--- src/rtl/pkt_drain_scheduler_pkg.sv ---
// Shared definitions for the packet drain scheduler and the action engine.
// Holds the scheduler state encoding and the default drop-flag position
// inside an action word.
package pkt_drain_scheduler_pkg;

  // IDLE=0, HUNT=1, FWD=2, DROP=3; the action engine decodes these values.
  typedef enum logic [1:0] {
    StIdle = 2'd0,
    StHunt = 2'd1,
    StFwd  = 2'd2,
    StDrop = 2'd3
  } sched_state_t;

  localparam int unsigned DEFAULT_DROP_BIT = 0;

endpackage

--- src/rtl/pkt_drain_scheduler_action_queue.sv ---
// Synchronous FIFO holding action words in arrival order.
// Ports:
//   clk, rst      clock, asynchronous active-high reset
//   push, wdata   write one word (ignored while full)
//   pop, rdata    read one word (ignored while empty); rdata shows the head
//   full, empty   occupancy flags
module pkt_drain_scheduler_action_queue #(
  parameter int unsigned WIDTH = 64,
  parameter int unsigned DEPTH = 4
) (
  input  logic             clk,
  input  logic             rst,
  input  logic             push,
  input  logic [WIDTH-1:0] wdata,
  input  logic             pop,
  output logic [WIDTH-1:0] rdata,
  output logic             full,
  output logic             empty
);

  localparam int unsigned AW = $clog2(DEPTH);

  logic [WIDTH-1:0] mem [DEPTH];
  // Pointers carry one extra wrap bit to tell full from empty.
  logic [AW:0] wr_ptr;
  logic [AW:0] rd_ptr;
  logic        do_push;
  logic        do_pop;

  assign empty   = (wr_ptr == rd_ptr);
  assign full    = (wr_ptr[AW] != rd_ptr[AW]) && (wr_ptr[AW-1:0] == rd_ptr[AW-1:0]);
  assign do_push = push & ~full;
  assign do_pop  = pop & ~empty;
  assign rdata   = mem[rd_ptr[AW-1:0]];

  always_ff @(posedge clk or posedge rst) begin
    if (rst) begin
      wr_ptr <= '0;
      rd_ptr <= '0;
    end else begin
      if (do_push) wr_ptr <= wr_ptr + 1'b1;
      if (do_pop)  rd_ptr <= rd_ptr + 1'b1;
    end
  end

  // Storage needs no reset: the pointers define which entries are valid.
  always_ff @(posedge clk) begin
    if (do_push) mem[wr_ptr[AW-1:0]] <= wdata;
  end

endmodule

--- src/rtl/pkt_drain_scheduler.sv ---
// Packet drain scheduler: for each queued action, drains exactly one packet
// (SOP..EOP) from a first-word-fall-through packet FIFO, forwarding it to the
// dispatcher with the action attached, or discarding it when the action's
// drop bit is set. Non-SOP words found while looking for a packet start are
// discarded and flagged on sync_err.
// Ports:
//   clk, rst                       clock, asynchronous active-high reset
//   act_valid/act_ready/act_data   action input handshake
//   pf_empty/pf_data/pf_sop/pf_eop packet FIFO head, pf_rd_en pops it
//   out_valid/out_ready/out_data/out_sop/out_eop/out_action  dispatcher side
//   busy                           scheduler not idle
//   fwd_cnt, drop_cnt              wrapping packet counters
//   sync_err                       one pulse per discarded non-SOP word
module pkt_drain_scheduler
  import pkt_drain_scheduler_pkg::*;
#(
  parameter int unsigned ACTION_W  = 64,
  parameter int unsigned DATA_W    = 64,
  parameter int unsigned ACT_DEPTH = 4,
  parameter int unsigned DROP_BIT  = DEFAULT_DROP_BIT,
  parameter int unsigned CNT_W     = 16
) (
  input  logic                clk,
  input  logic                rst,
  input  logic                act_valid,
  output logic                act_ready,
  input  logic [ACTION_W-1:0] act_data,
  input  logic                pf_empty,
  input  logic [DATA_W-1:0]   pf_data,
  input  logic                pf_sop,
  input  logic                pf_eop,
  output logic                pf_rd_en,
  output logic                out_valid,
  input  logic                out_ready,
  output logic [DATA_W-1:0]   out_data,
  output logic                out_sop,
  output logic                out_eop,
  output logic [ACTION_W-1:0] out_action,
  output logic                busy,
  output logic [CNT_W-1:0]    fwd_cnt,
  output logic [CNT_W-1:0]    drop_cnt,
  output logic                sync_err
);

  sched_state_t        state;
  logic                q_full;
  logic                q_empty;
  logic                q_push;
  logic                q_pop;
  logic [ACTION_W-1:0] q_head;

  assign act_ready = ~q_full;
  assign q_push    = act_valid & ~q_full;
  assign q_pop     = (state == StIdle) & ~q_empty;

  pkt_drain_scheduler_action_queue #(
    .WIDTH (ACTION_W),
    .DEPTH (ACT_DEPTH)
  ) u_action_queue (
    .clk   (clk),
    .rst   (rst),
    .push  (q_push),
    .wdata (act_data),
    .pop   (q_pop),
    .rdata (q_head),
    .full  (q_full),
    .empty (q_empty)
  );

  assign busy     = (state != StIdle);
  assign out_data = pf_data;

  always_comb begin
    out_valid = 1'b0;
    pf_rd_en  = 1'b0;
    sync_err  = 1'b0;
    out_sop   = 1'b0;
    out_eop   = 1'b0;
    unique case (state)
      StHunt: begin
        // The SOP word stays at the head; only stray words are popped here.
        pf_rd_en = ~pf_empty & ~pf_sop;
        sync_err = ~pf_empty & ~pf_sop;
      end
      StFwd: begin
        out_valid = ~pf_empty;
        pf_rd_en  = ~pf_empty & out_ready;
        out_sop   = pf_sop;
        out_eop   = pf_eop;
      end
      StDrop: begin
        pf_rd_en = ~pf_empty;
      end
      default: ;
    endcase
  end

  always_ff @(posedge clk or posedge rst) begin
    if (rst) begin
      state      <= StIdle;
      out_action <= '0;
      fwd_cnt    <= '0;
      drop_cnt   <= '0;
    end else begin
      unique case (state)
        StIdle: begin
          if (!q_empty) begin
            out_action <= q_head;
            state      <= StHunt;
          end
        end
        StHunt: begin
          if (!pf_empty && pf_sop) begin
            state <= out_action[DROP_BIT] ? StDrop : StFwd;
          end
        end
        StFwd: begin
          // An SOP seen here is just data; only EOP ends the packet.
          if (pf_rd_en && pf_eop) begin
            fwd_cnt <= fwd_cnt + CNT_W'(1);
            state   <= StIdle;
          end
        end
        StDrop: begin
          if (pf_rd_en && pf_eop) begin
            drop_cnt <= drop_cnt + CNT_W'(1);
            state    <= StIdle;
          end
        end
        default: state <= StIdle;
      endcase
    end
  end

endmodule

--- config.mk ---
export PLATFORM = sky130hd
export DESIGN_NAME = pkt_drain_scheduler
export DESIGN_NICKNAME = d
export VERILOG_FILES = /design/src/rtl/pkt_drain_scheduler_pkg.sv /design/src/rtl/pkt_drain_scheduler_action_queue.sv /design/src/rtl/pkt_drain_scheduler.sv
export SDC_FILE = /design/constraint.sdc
export NUM_CORES = 1
export LEC_CHECK = 0
export BUFFER_PORTS_ARGS = -buffer_cell sky130_fd_sc_hd__clkbuf_2
export CORE_MARGIN = 8
export CORE_UTILIZATION = 49
export DETAILED_ROUTE_END_ITERATION = 12
export PLACE_DENSITY_LB_ADDON = 0.3
export SETUP_SLACK_MARGIN = 0.15
export SYNTH_ARGS = -nofsm -noshare
export SYNTH_HDL_FRONTEND = slang
export SYNTH_SLANG_ARGS = --single-unit
--- constraint.sdc ---
create_clock -name clk -period 3.26 [get_ports clk]
set_input_delay 0.652 -clock clk [delete_from_list [all_inputs] [get_ports clk]]
set_output_delay 0.652 -clock clk [all_outputs]
set_load 0.01 [all_outputs]
[Word level (Yosys, flattened, before mapping)]
Memories as Yosys holds them, arrays and structs flattened. A register that Yosys moved wholly into a read port is not among the register bits.
Index checks and enable logic that the tools add are counted.
Storage, ports and cells
  register bits: 40
  memory bits (writable): 256
  input bits: 135
  output and inout bits: 167
  word-level logic and storage cells: 52
  memories: 1
Operators by class
  $add $sub $neg: 4
  eq/ne operators: 9
  muxes and demuxes: 12
  bitwise gates (word level): 10
  reductions and logical operators: 11
Memories
  u_action_queue.mem: depth 4, width 64, read ports 1, clocked after Yosys merged registers in 1, wr ports 1, line pkt_drain_scheduler_action_queue.sv:23  | logic [WIDTH-1:0] mem [DEPTH];
Operator list (count)
  16-bit by 1-bit adder with 16-bit output, second input constant: 2
  1-bit 2-to-1 mux: 7
  3-bit by 1-bit adder with 3-bit output, second input constant: 2
  1-bit bitwise AND: 6
  2-bit 2-to-1 mux: 3
  2-bit one-hot mux with 3 select lines: 1
  2-bit AND reduction: 3
  2-bit equality test, second input constant: 2
  2-bit inequality test, second input constant: 2
  1-bit NOT: 4
  3-bit equality test: 1
  1-bit logical AND: 3
  1-bit one-hot mux with 3 select lines: 1
  3-bit AND reduction: 1
  2-bit by 1-bit equality test with 1-bit output, second input constant: 1
  2-bit equality test: 1
  2-bit zero test: 1
  2-bit by 1-bit inequality test with 1-bit output, second input constant: 1
  2-bit nonzero test: 1
  2-bit OR reduction: 1
  1-bit zero test: 1
  1-bit inequality test: 1

[Logic depth before layout (Yosys ltp)]
  depth after elaboration: 7
  depth in mapped cells: 5
  depth with buffers taken out: 5

[Cells and area by module]
Synthesis repeated with hierarchy kept, for this count alone.
Unflattened totals
  cell total of the unflattened synthesis: 725
  area total of the unflattened synthesis: 14273.7 um^2
Modules (own cells, without submodules)
  pkt_drain_scheduler_action_queue: times used 1, cells an instance 385, area each 9771.9 um^2, sequential area each 7837.5 um^2
  pkt_drain_scheduler: times used 1, cells an instance 340, area each 4501.8 um^2, sequential area each 2452.4 um^2

[Least setup slack after synthesis]
Ideal clock, no wire load.
  path kind: register to register
  from: reg u_action_queue.rd_ptr[2]
  to: mem u_action_queue.mem[3][0], enable pin
  setup time: 0.431 ns
  arrival: 2.575 ns
  required time: 2.829 ns
  setup slack: 0.254 ns
  cell stages (with the launch flop): 4
  path buffers: 0
  clock period less this slack: 3.006 ns
  cells stage by stage: dfrtp_1 xnor2_1 nand3b_1 and3_1
On the way
  word-level cells in the longest chain between the ends: 7
RTL lines
  start: declaration: line pkt_drain_scheduler_action_queue.sv:26  | logic [AW:0] rd_ptr;
  start signal: assignment: line pkt_drain_scheduler_action_queue.sv:42  | if (do_pop) rd_ptr <= rd_ptr + 1'b1;
  1-bit inequality test (*): line pkt_drain_scheduler_action_queue.sv:31  | assign full = (wr_ptr[AW] != rd_ptr[AW]) && (wr_ptr[AW-1:0] == rd_ptr[AW-1:0]);
  1-bit logical AND (*): line pkt_drain_scheduler_action_queue.sv:31
  1-bit NOT (*)
  via act_ready: line pkt_drain_scheduler.sv:26  | output logic act_ready,
  1-bit bitwise AND: line pkt_drain_scheduler.sv:53  | assign q_push = act_valid & ~q_full;
  1-bit bitwise AND (*): line pkt_drain_scheduler_action_queue.sv:32  | assign do_push = push & ~full;
  1-bit 2-to-1 mux (*): line pkt_drain_scheduler_action_queue.sv:48  | if (do_push) mem[wr_ptr[AW-1:0]] <= wdata;
  1-bit 2-to-1 mux (not written as such) (*): line pkt_drain_scheduler_action_queue.sv:48
  end: declaration: line pkt_drain_scheduler_action_queue.sv:23
Mark *: on every way through the listed nets, which the timed path passes. The rest lies on a longest branch.

[Worst setup path in the final report]
  from: reg u_action_queue.rd_ptr[0]
  to: out act_ready
On the way
  word-level cells in the longest chain between the ends: 3
RTL lines
  2-bit equality test: line pkt_drain_scheduler_action_queue.sv:31
  1-bit logical AND: line pkt_drain_scheduler_action_queue.sv:31
  1-bit NOT: line pkt_drain_scheduler.sv:52  | assign act_ready = ~q_full;
  end: declaration: line pkt_drain_scheduler.sv:26
No other way between the ends.

==> impl_metrics.toml <==
[setup_path]
endpoint_kind = "primary output"
cp_max_fo = 6
criticalPathCategory = "flip-flop to primary output"
cp-start-kind = "flip-flop"
cp.required_ns = 2.61
cp_data_arrival_time_ns = 1.80

[timing]
period_share_pct = 75.2
tightest_slew_ns = 1.01
whs_ns = 0.297
maxSlewViolCount = 0
slew_headroom_pct = 32.4
setup_viol = 0
hold_violations = 0
finalWorstPathRequiredPeriod_ns = 2.45
rsz0062_at_grt = "no"
fmax_mhz = 408
tns_ns = 0
setup_slack_ns = 0.808
fin_skew_ns = 0.0230

[placement]
io_buffers = 173
gp_congestion = 0.723
dp_cells = 1195
place_hpwl_um = 17700
pre_cts_ws_ns = 0.972
dpl_cell_area_um2 = 15100

[pwr]
p_leak_nw = 6.22
powerDensity_nw_per_um2 = 935
vdd_drop_max_v = 0.000700
finalPower_mw = 15.3

[clock_tree]
cts.sinks = 360
cts_buffers = 38
insertion_delay_ns = 0.54
clock-root-buffer = "clkbuf_16"
cts_tree = "built"
cts_setup_buffers = 0
cts_buffer_depth = 3
ctsHoldBuffers = 0
cts.clk_slew.worst_paths_ns = 0.06
cts_max_level = 2
ctsResizeCount = 0

[layout]
final_cell_area_um2 = 16400
seq_area_um2 = 10300
fin_util_pct = 57.2
area.growth.synth_to_final_pct = 15.2
final_cells = 1266
nFillCells = 2154
drive_above_1_share_pct = 44.6
multi_input_area_um2 = 3260
nNetsFinal = 993

[run_status]
status = "complete, no violations"

[grt]
grt.total_usage_pct = 16.3
grt_max_degree = 105
use_met1_pct = 19.7
grtUsageMet2_pct = 27.6
use_met3_pct = 4.45
grt_pass1_wl_um = 42600
first_global_vias = 7136
overflow = 0
busiest_layer = "met2"
antenna_found_initial = 1

[synthesis]
synth_top_family_by_area = "multiplexers"
async_flop_share_pct = 28.9
synth_compound_area_share_pct = 0.449
synth_fa_ha_area_share_pct = 0.617
synthTopCellsByArea = "edfxtp_1, dfrtp_1, mux4_2"
yosys.area.top_type = "edfxtp_1"
syn_nets = 856
yosysMostFrequentCell = "edfxtp_1"
synth.distinct_cells = 41
syn_area_per_cell_um2 = 19.9
synth_flop_cell = "edfxtp_1"
synth_area_um2 = 14200
synth_warnings = 0
ys_seq_elements = 360
ys_seq_area_share_pct = 72.4
synth_commonest_cells = "edfxtp_1, dfrtp_1, buf_4"
synth_edf_count = 256
synth_xor_area_share_pct = 2.33
yosys.area.top_type_share_pct = 54.1
synth_mux_area_share_pct = 16.3
synth-simple-area-share_pct = 3.08
netlist_instances = 714

[drt]
wl_um = 28300
routed_via_density = 5.29
wire_per_inst_um = 22.4
antenna_left = 0
vias = 6702
drc = 0
first_iter_violations = 292
firstDrtPassIters = 4

[die]
die_y_um = 186
die_area_um2 = 34700
core-area_um2 = 28600
ios = 302
fp-row-count = 62
die_w_um = 186
start_util_pct = 49.6

[min_path]
worst_hold_path_type = "input pin to asynchronous set/reset pin"

[job]
maxCapViolations = 0
routing by layer:
| metal | wire, um | part of all wire (%) |
|---|---|---|
| met2 | 14300 | 51 |
| met1 | 11100 | 39 |
| met4 | 857 | 3.0 |
| met5 | 0 | 0 |
| met3 | 2100 | 7.4 |
power by group:
group          switching (mW)  leakage, nW  internal [mW]
Clock                    1.76        0.609           2.51
Combinational            2.08         1.99           2.16
Sequential              0.550         3.62           6.25
area by class of cell:
cell class | instances | share of cell area, %
timing repair buffer | 185 | 6.22
tap | 384 | 2.94
clock buffer | 47 | 6.26
inverter | 7 | 0.184
multi-input combinational | 259 | 19.9
sequential | 360 | 62.9
clock inverter | 23 | 1.52
antenna | 1 | 0.0153
state kept, by name, summed over array words and instances (netlist names):
register	flops
state	2
u_action_queue.wr_ptr	3
out_action	64
u_action_queue.rd_ptr	3
fwd_cnt	16
drop_cnt	16
u_action_queue.mem	256
worst max-delay path, stage by stage (launching register included):
cell and delay, ns:
dfrtp_4 0.49, xnor2_1 0.33, nand3b_1 0.24, clkbuf_2 0.22
cell usage in the layout (no fill, tap or decap), drive strengths merged:
master	instances
o31ai	1
or3	1
nand2	16
nor3b	2
clkbuf	220
xnor2	21
o21ai	2
nor4b	1
xor2	16
nand3	9
nor3	6
o22a	1
edfxtp	256
and2	1
and4	3
or2	1
ha	7
and4b	1
diode	1
mux2	68
a31oi	2
and3	7
dfrtp	104
clkinvlp	6
bufinv	3
inv	7
buf	12
a21oi	2
nor2	12
mux4	64
or4	1
nand2b	2
and4bb	1
nand4	9
clkinv	14
and3b	1
nand3b	1
final timing paths:
| check | depth (start not counted) | slack, ns | end | start |
|---|---|---|---|---|
| max in group asynchronous | 3 | 2.42 | u_action_queue.rd_ptr[0] | rst |
| max reg2reg | 4 | 1.04 | u_action_queue.mem[3][63] | u_action_queue.rd_ptr[2] |
| max | 3 | 0.81 | act_ready | u_action_queue.rd_ptr[0] |
| min in group clk | 1 | 0.33 | u_action_queue.mem[1][37] | act_data[37] |
| min reg2reg | 1 | 0.48 | fwd_cnt[15] | fwd_cnt[15] |
| min | 3 | 0.30 | drop_cnt[15] | rst |
cell families after synthesis:
family,after synthesis
muxes,132
DFF,360
and+or+nand+nor,75
adders and majority gates,7
buffers and inverters,95
xor gates and xnor gates,37
AOI/OAI and AO/OA,8
No activity file was read; power rests on OpenSTA's default activity.
